===== src/rtl/mux16_rr_arbiter_if.sv =====
// ---------------------------------------------------------------------------
// mux16_rr_arbiter_if
// Bundle of request/grant/select signals between the 16 requesters and the
// round-robin arbiter that owns the 16:1 mux select.
//
//   req       [15:0]  request vector, one bit per requester
//   grant     [15:0]  one-hot grant, zero when idle
//   sel       [3:0]   binary index of current owner, wired to mux sel
//   valid             high while a grant is active
//   grant_new         one-cycle pulse on the first cycle of each new grant
//
// modport master : requester side (drives req, observes the grant outputs)
// modport slave  : arbiter side (samples req, drives the grant outputs)
// ---------------------------------------------------------------------------
interface mux16_rr_arbiter_if;

    logic [15:0] req;
    logic [15:0] grant;
    logic [3:0]  sel;
    logic        valid;
    logic        grant_new;

    modport master (
        output req,
        input  grant,
        input  sel,
        input  valid,
        input  grant_new
    );

    modport slave (
        input  req,
        output grant,
        output sel,
        output valid,
        output grant_new
    );

endinterface


===== src/rtl/mux16_rr_arbiter.sv =====
// ---------------------------------------------------------------------------
// mux16_rr_arbiter
// Round-robin arbiter and select controller for a 16:1 single-bit mux.
// One requester owns the mux at a time; its index drives the mux select.
// An owner that has held the grant for MAX_HOLD cycles is preempted as soon
// as anyone else is waiting, which bounds the wait of any requester.
//
// Parameters
//   MAX_HOLD  consecutive cycles an owner keeps the grant under contention
//             (1..255)
//   CNT_W     hold counter width, 2**CNT_W > MAX_HOLD
//
// Ports
//   clk   clock, all state updates on the rising edge
//   rst   synchronous active-high reset
//   bus   slave side of mux16_rr_arbiter_if (req in; grant, sel, valid,
//         grant_new out, all registered)
//
// state | meaning
// ------+---------------------------------------------------------------
// IDLE  | no owner, grant = 0, sel holds its last value
// BUSY  | owner = sel, grant = 1 << sel
// ---------------------------------------------------------------------------
module mux16_rr_arbiter #(
    parameter int unsigned MAX_HOLD = 8,
    parameter int unsigned CNT_W    = 8
) (
    input  logic               clk,
    input  logic               rst,
    mux16_rr_arbiter_if.slave  bus
);

    typedef enum logic {
        IDLE = 1'b0,
        BUSY = 1'b1
    } state_t;

    localparam logic [CNT_W-1:0] HOLD_LAST = CNT_W'(MAX_HOLD - 1);

    state_t           state_q,     state_d;
    logic [15:0]      grant_q,     grant_d;
    logic [3:0]       sel_q,       sel_d;
    logic [3:0]       last_q,      last_d;
    logic [CNT_W-1:0] hold_q,      hold_d;
    logic             grant_new_q, grant_new_d;

    logic [15:0]      others;
    logic [4:0]       pick_all;
    logic [4:0]       pick_others;

    // Search last+1, last+2, ... modulo 16 and return {found, index} of the
    // first set bit. The 4-bit add wraps 15 to 0 for free.
    function automatic logic [4:0] rr_pick(input logic [15:0] r,
                                           input logic [3:0]  last);
        logic       found;
        logic [3:0] win;
        logic [3:0] idx;
        found = 1'b0;
        win   = 4'd0;
        for (int k = 1; k <= 16; k++) begin
            idx = last + 4'(k);
            if (!found && r[idx]) begin
                found = 1'b1;
                win   = idx;
            end
        end
        return {found, win};
    endfunction

    // Requests other than the current owner; only meaningful in BUSY.
    assign others      = bus.req & ~(16'h0001 << sel_q);
    assign pick_all    = rr_pick(bus.req, last_q);
    assign pick_others = rr_pick(others, last_q);

    always_ff @(posedge clk) begin
        if (rst) begin
            state_q     <= IDLE;
            grant_q     <= '0;
            sel_q       <= 4'd0;
            last_q      <= 4'd15;
            hold_q      <= '0;
            grant_new_q <= 1'b0;
        end else begin
            state_q     <= state_d;
            grant_q     <= grant_d;
            sel_q       <= sel_d;
            last_q      <= last_d;
            hold_q      <= hold_d;
            grant_new_q <= grant_new_d;
        end
    end

    always_comb begin
        state_d     = state_q;
        grant_d     = grant_q;
        sel_d       = sel_q;
        last_d      = last_q;
        hold_d      = hold_q;
        grant_new_d = 1'b0;

        unique case (state_q)
            IDLE: begin
                if (pick_all[4]) begin
                    state_d     = BUSY;
                    grant_d     = 16'h0001 << pick_all[3:0];
                    sel_d       = pick_all[3:0];
                    last_d      = pick_all[3:0];
                    hold_d      = '0;
                    grant_new_d = 1'b1;
                end
            end

            BUSY: begin
                if (!bus.req[sel_q]) begin
                    // Owner released: hand off in the same edge, or go idle.
                    if (pick_all[4]) begin
                        grant_d     = 16'h0001 << pick_all[3:0];
                        sel_d       = pick_all[3:0];
                        last_d      = pick_all[3:0];
                        hold_d      = '0;
                        grant_new_d = 1'b1;
                    end else begin
                        state_d = IDLE;
                        grant_d = '0;
                        hold_d  = '0;
                    end
                end else if (hold_q == HOLD_LAST && pick_others[4]) begin
                    // Hold limit reached with someone waiting: preempt.
                    grant_d     = 16'h0001 << pick_others[3:0];
                    sel_d       = pick_others[3:0];
                    last_d      = pick_others[3:0];
                    hold_d      = '0;
                    grant_new_d = 1'b1;
                end else if (hold_q != HOLD_LAST) begin
                    // Saturating, so a lone owner holds indefinitely and is
                    // preempted on the first edge a competitor shows up.
                    hold_d = hold_q + CNT_W'(1);
                end
            end

            default: begin
                state_d = IDLE;
                grant_d = '0;
            end
        endcase
    end

    assign bus.grant     = grant_q;
    assign bus.sel       = sel_q;
    assign bus.valid     = (state_q == BUSY);
    assign bus.grant_new = grant_new_q;

endmodule


===== src/flat_wrapper.sv =====
// flat-port wrapper written by rule: the top's interface ports become plain ports
module mux16_rr_arbiter_flat 
#(
    parameter int unsigned MAX_HOLD = 8,
    parameter int unsigned CNT_W    = 8
)
  (clk, rst, bus_req, bus_grant, bus_sel, bus_valid, bus_grant_new);
  mux16_rr_arbiter_if bus_i ();
  input  logic clk;
  input  logic rst;
  input wire logic [$bits(bus_i.req)-1:0] bus_req;
  output wire logic [$bits(bus_i.grant)-1:0] bus_grant;
  output wire logic [$bits(bus_i.sel)-1:0] bus_sel;
  output wire logic [$bits(bus_i.valid)-1:0] bus_valid;
  output wire logic [$bits(bus_i.grant_new)-1:0] bus_grant_new;
  assign bus_i.req = bus_req;
  assign bus_grant = bus_i.grant;
  assign bus_sel = bus_i.sel;
  assign bus_valid = bus_i.valid;
  assign bus_grant_new = bus_i.grant_new;
  mux16_rr_arbiter #(.MAX_HOLD(MAX_HOLD), .CNT_W(CNT_W)) u_core (.clk(clk), .rst(rst), .bus(bus_i));
endmodule

===== config.mk =====
export PLATFORM = sky130hd
export DESIGN_NAME = mux16_rr_arbiter_flat
export DESIGN_NICKNAME = d
export VERILOG_FILES = /design/src/rtl/mux16_rr_arbiter_if.sv /design/src/rtl/mux16_rr_arbiter.sv /design/src/flat_wrapper.sv
export SDC_FILE = /design/constraint.sdc
export NUM_CORES = 1
export LEC_CHECK = 0
export BUFFER_PORTS_ARGS = -buffer_cell sky130_fd_sc_hd__buf_2
export CORE_ASPECT_RATIO = 1.4
export CORE_MARGIN = 3
export CORE_UTILIZATION = 30
export CTS_CLUSTER_SIZE = 30
export DETAILED_ROUTE_END_ITERATION = 7
export HOLD_SLACK_MARGIN = 0.02
export SKIP_CTS_REPAIR_TIMING = 1
export SLEW_MARGIN = 20
export SYNTH_ARGS = -nofsm -noshare
export SYNTH_HDL_FRONTEND = slang
export SYNTH_SLANG_ARGS = --single-unit

===== constraint.sdc =====
create_clock -name clk -period 6.43 [get_ports clk]
set_input_delay 0.3215 -clock clk [delete_from_list [all_inputs] [get_ports clk]]
set_output_delay 0.3215 -clock clk [all_outputs]
set_load 0.005 [all_outputs]

==> results.toml <==
[cells_and_area]
fin_nets = 926
finalInstanceArea_mm2 = 0.007679
area_delta_synth_final_pct = 8.504
drive_above_1_share_pct = 21.31
diodes = 0
stdcell_count = 1202

[placement]
dpl.cell_count = 1194
place_area_mm2 = 0.007527
gp_congestion = 0.9437
port_buffers = 39
dp_hpwl_um = 20070

[timing]
rsz0062_at_grt = "false"
finalSetupTns_ns = 0
min_period_over_period_pct = 83.34
whs_ns = 0.4938
min_period_ns = 5.359
setup_viol = 0
timing.fmax_ghz = 0.1866
relSlewSlack_pct = 43.19
fin_skew_ns = 0.007338
hold_viol_final = 0
tightestPinTransition_ns = 0.8444
finalMaxSlewViolations = 0

[setup_path]
crit_chain = "buf_4 > ha_1 > a21bo_2 > and2_1 > mux4_2 > nor4_2 > nand4_1 > or3_1 > nor2_1 > a22oi_1 > nor3_1 > nor2b_1 > nand2_1 > a311oi_1"
required_ns = 6.62
cp_slowest_cell = "buf_4"
critPathTopFamily = "simple AND/OR/NAND/NOR gates"
crit_type = "reg -> reg"
crit_buf_inv = 1
critPathMaxFanout = 57
arrival_ns = 5.55
cp-end-kind = "flip-flop"
cpPeakStageDelay_ns = 0.61
startpoint_type = "flip-flop"

[drt]
vias = 7782
antenna_left = 0
routed_via_density = 6.474
routedWlPerCell_um = 22.24
drt-total-wl_um = 26730
drc = 0
firstDrtPassIters = 5
drtIter0Drc = 660

[synth]
synth_seq_cells = 34
synth_top_cell_by_area = "mux4_2"
synth_edf_count = 0
yosys-top-cells-count = "nand2_1 (119), nor2_1 (66), mux4_2 (49), a21oi_1 (47), clkbuf_1 (44)"
postSynthAreaPerCell_um2 = 7.889
ys_async_sr_fraction_pct = 0
synthCells = 897
yosysWarnings = 0
synth_most_common_cell = "nand2_1"
syn-num-nets = 923
synthFlopType = "dfxtp_1"
synth_top_area_share_pct = 15.59
ys_types = 95
syn-cell-area_mm2 = 0.007077
synth.area.top_cells = "mux4_2 (16%), dfxtp_1 (9.6%), nand2_1 (6.3%), mux2i_1 (3.7%), nor2_1 (3.5%)"
synth-seq-area-share_pct = 9.618

[floorplanning]
num_io_pins = 40
die_w_um = 135.8
fp.dieArea_mm2 = 0.02549
coreArea_mm2 = 0.02285
dieHeight_um = 187.7
rows = 65
start_util_pct = 30.97

[global_route]
gr-total-overflow = 0
grt_use_total_pct = 20.37
antenna_found_initial = 0
grt_pass1_wl_um = 41950
grt_max_degree = 58
grt_pass1_vias = 7437

[clock_network]
cts_buffers = 5
clock_latency_ns = 0.28
htree_num_levels = 2
clockRootBuffer = "clkbuf_16"
cts.path.max_buffers = 2
path_clk_slew_ns = 0.06
cts_tree = "yes"
cts_sinks = 34

[hold_path]
min_path_type = "reg -> reg"

[flow_run]
drv_cap = 0

[outcome]
status = "finished clean"
[final cells by class]
class / instances / area (µm²)
tap: 301 / 376.6
inverter: 24 / 90.09
sequential: 34 / 684.4
clock buffer: 6 / 138.9
multi-input combinational: 764 / 5941
clock inverter: 2 / 12.51
timing repair buffer: 71 / 435.4
fill: 2413 / 15170
[per-layer routing]
layer / global-route usage (%) / vias to the layer above / share of wire (%)
met1: 26.31 / 3666 / 39
met4: 9.193 / 0 / 5.2
met3: 2.523 / 103 / 8.3
li1: - / 3548 / -
met2: 33.74 / 465 / 47
met5: 0 / - / 0
[layout by cell type, fill, tap and decap left out, types with 13 or more instances in the layout]
cell type,netlist,layout
and2_1,13,13
nand2b_1,22,22
nand4_1,13,13
dfxtp_1,34,31
o32ai_1,15,15
nand3_1,26,26
nor2_1,66,65
mux2i_1,26,26
mux2_2,19,19
o21ai_0,30,30
buf_2,17,39
inv_1,22,22
nor3_1,30,30
a21oi_1,47,47
mux4_2,49,49
nand2_1,119,119
buf_4,1,32
o22ai_1,22,22
[registers in the layout, summed over array words and instances, names as in the netlist]
register              cells
u_core.bus.grant         16
u_core.bus.grant_new      1
u_core.bus.sel            4
u_core.bus.valid          1
u_core.hold_q             8
u_core.last_q             4
[cell families (layout without fill, tap and decap cells)]
| kind of cell | Yosys count | in the layout | share of synthesized area [%] |
|---|---|---|---|
| AOI/OAI and AO/OA | 257 | 257 | 26.70 |
| xor gates and xnor gates | 20 | 20 | 2.688 |
| adders and majority gates | 8 | 8 | 1.414 |
| buffers and inverters | 99 | 103 | 6.471 |
| DFF | 34 | 34 | 9.618 |
| muxes | 98 | 98 | 23.67 |
| and+or+nand+nor | 381 | 381 | 29.44 |
[per-stage QoR]
step | setup WS, ns | utilization, %
after floorplan | 1.081 | -
after global placement | 1.337 | 32.94
after detailed placement | 1.173 | 32.94
after CTS | 1.145 | 33.60
after global routing | 0.7597 | 33.60
final | 1.071 | 33.60
[worst register-to-register path, cell delays in order (launching register included)]
cell      delay, ns
dfxtp_2        0.34
buf_4          0.61
ha_1           0.40
a21bo_2        0.19
and2_1         0.45
mux4_2         0.49
nor4_2         0.50
nand4_1        0.28
or3_1          0.43
nor2_1         0.15
a22oi_1        0.11
nor3_1         0.61
nor2b_1        0.35
nand2_1        0.10
a311oi_1       0.26
[path summary, 6_finish.rpt]
| path | start | slack, ns | depth (start not counted) | endpoint |
|---|---|---|---|---|
| setup / recovery | u_core.last_q[1] | 1.07 | 14 | u_core.bus.grant[2] |
| hold / removal | u_core.bus.grant[7] | 0.49 | 2 | u_core.bus.grant[7] |
| setup reg to reg | u_core.last_q[1] | 1.07 | 14 | u_core.bus.grant[2] |
| hold reg to reg | u_core.bus.grant[7] | 0.49 | 2 | u_core.bus.grant[7] |
Power is not shown: default switching activity piles up to over one toggle a cycle in this logic, so the estimate is an artifact.
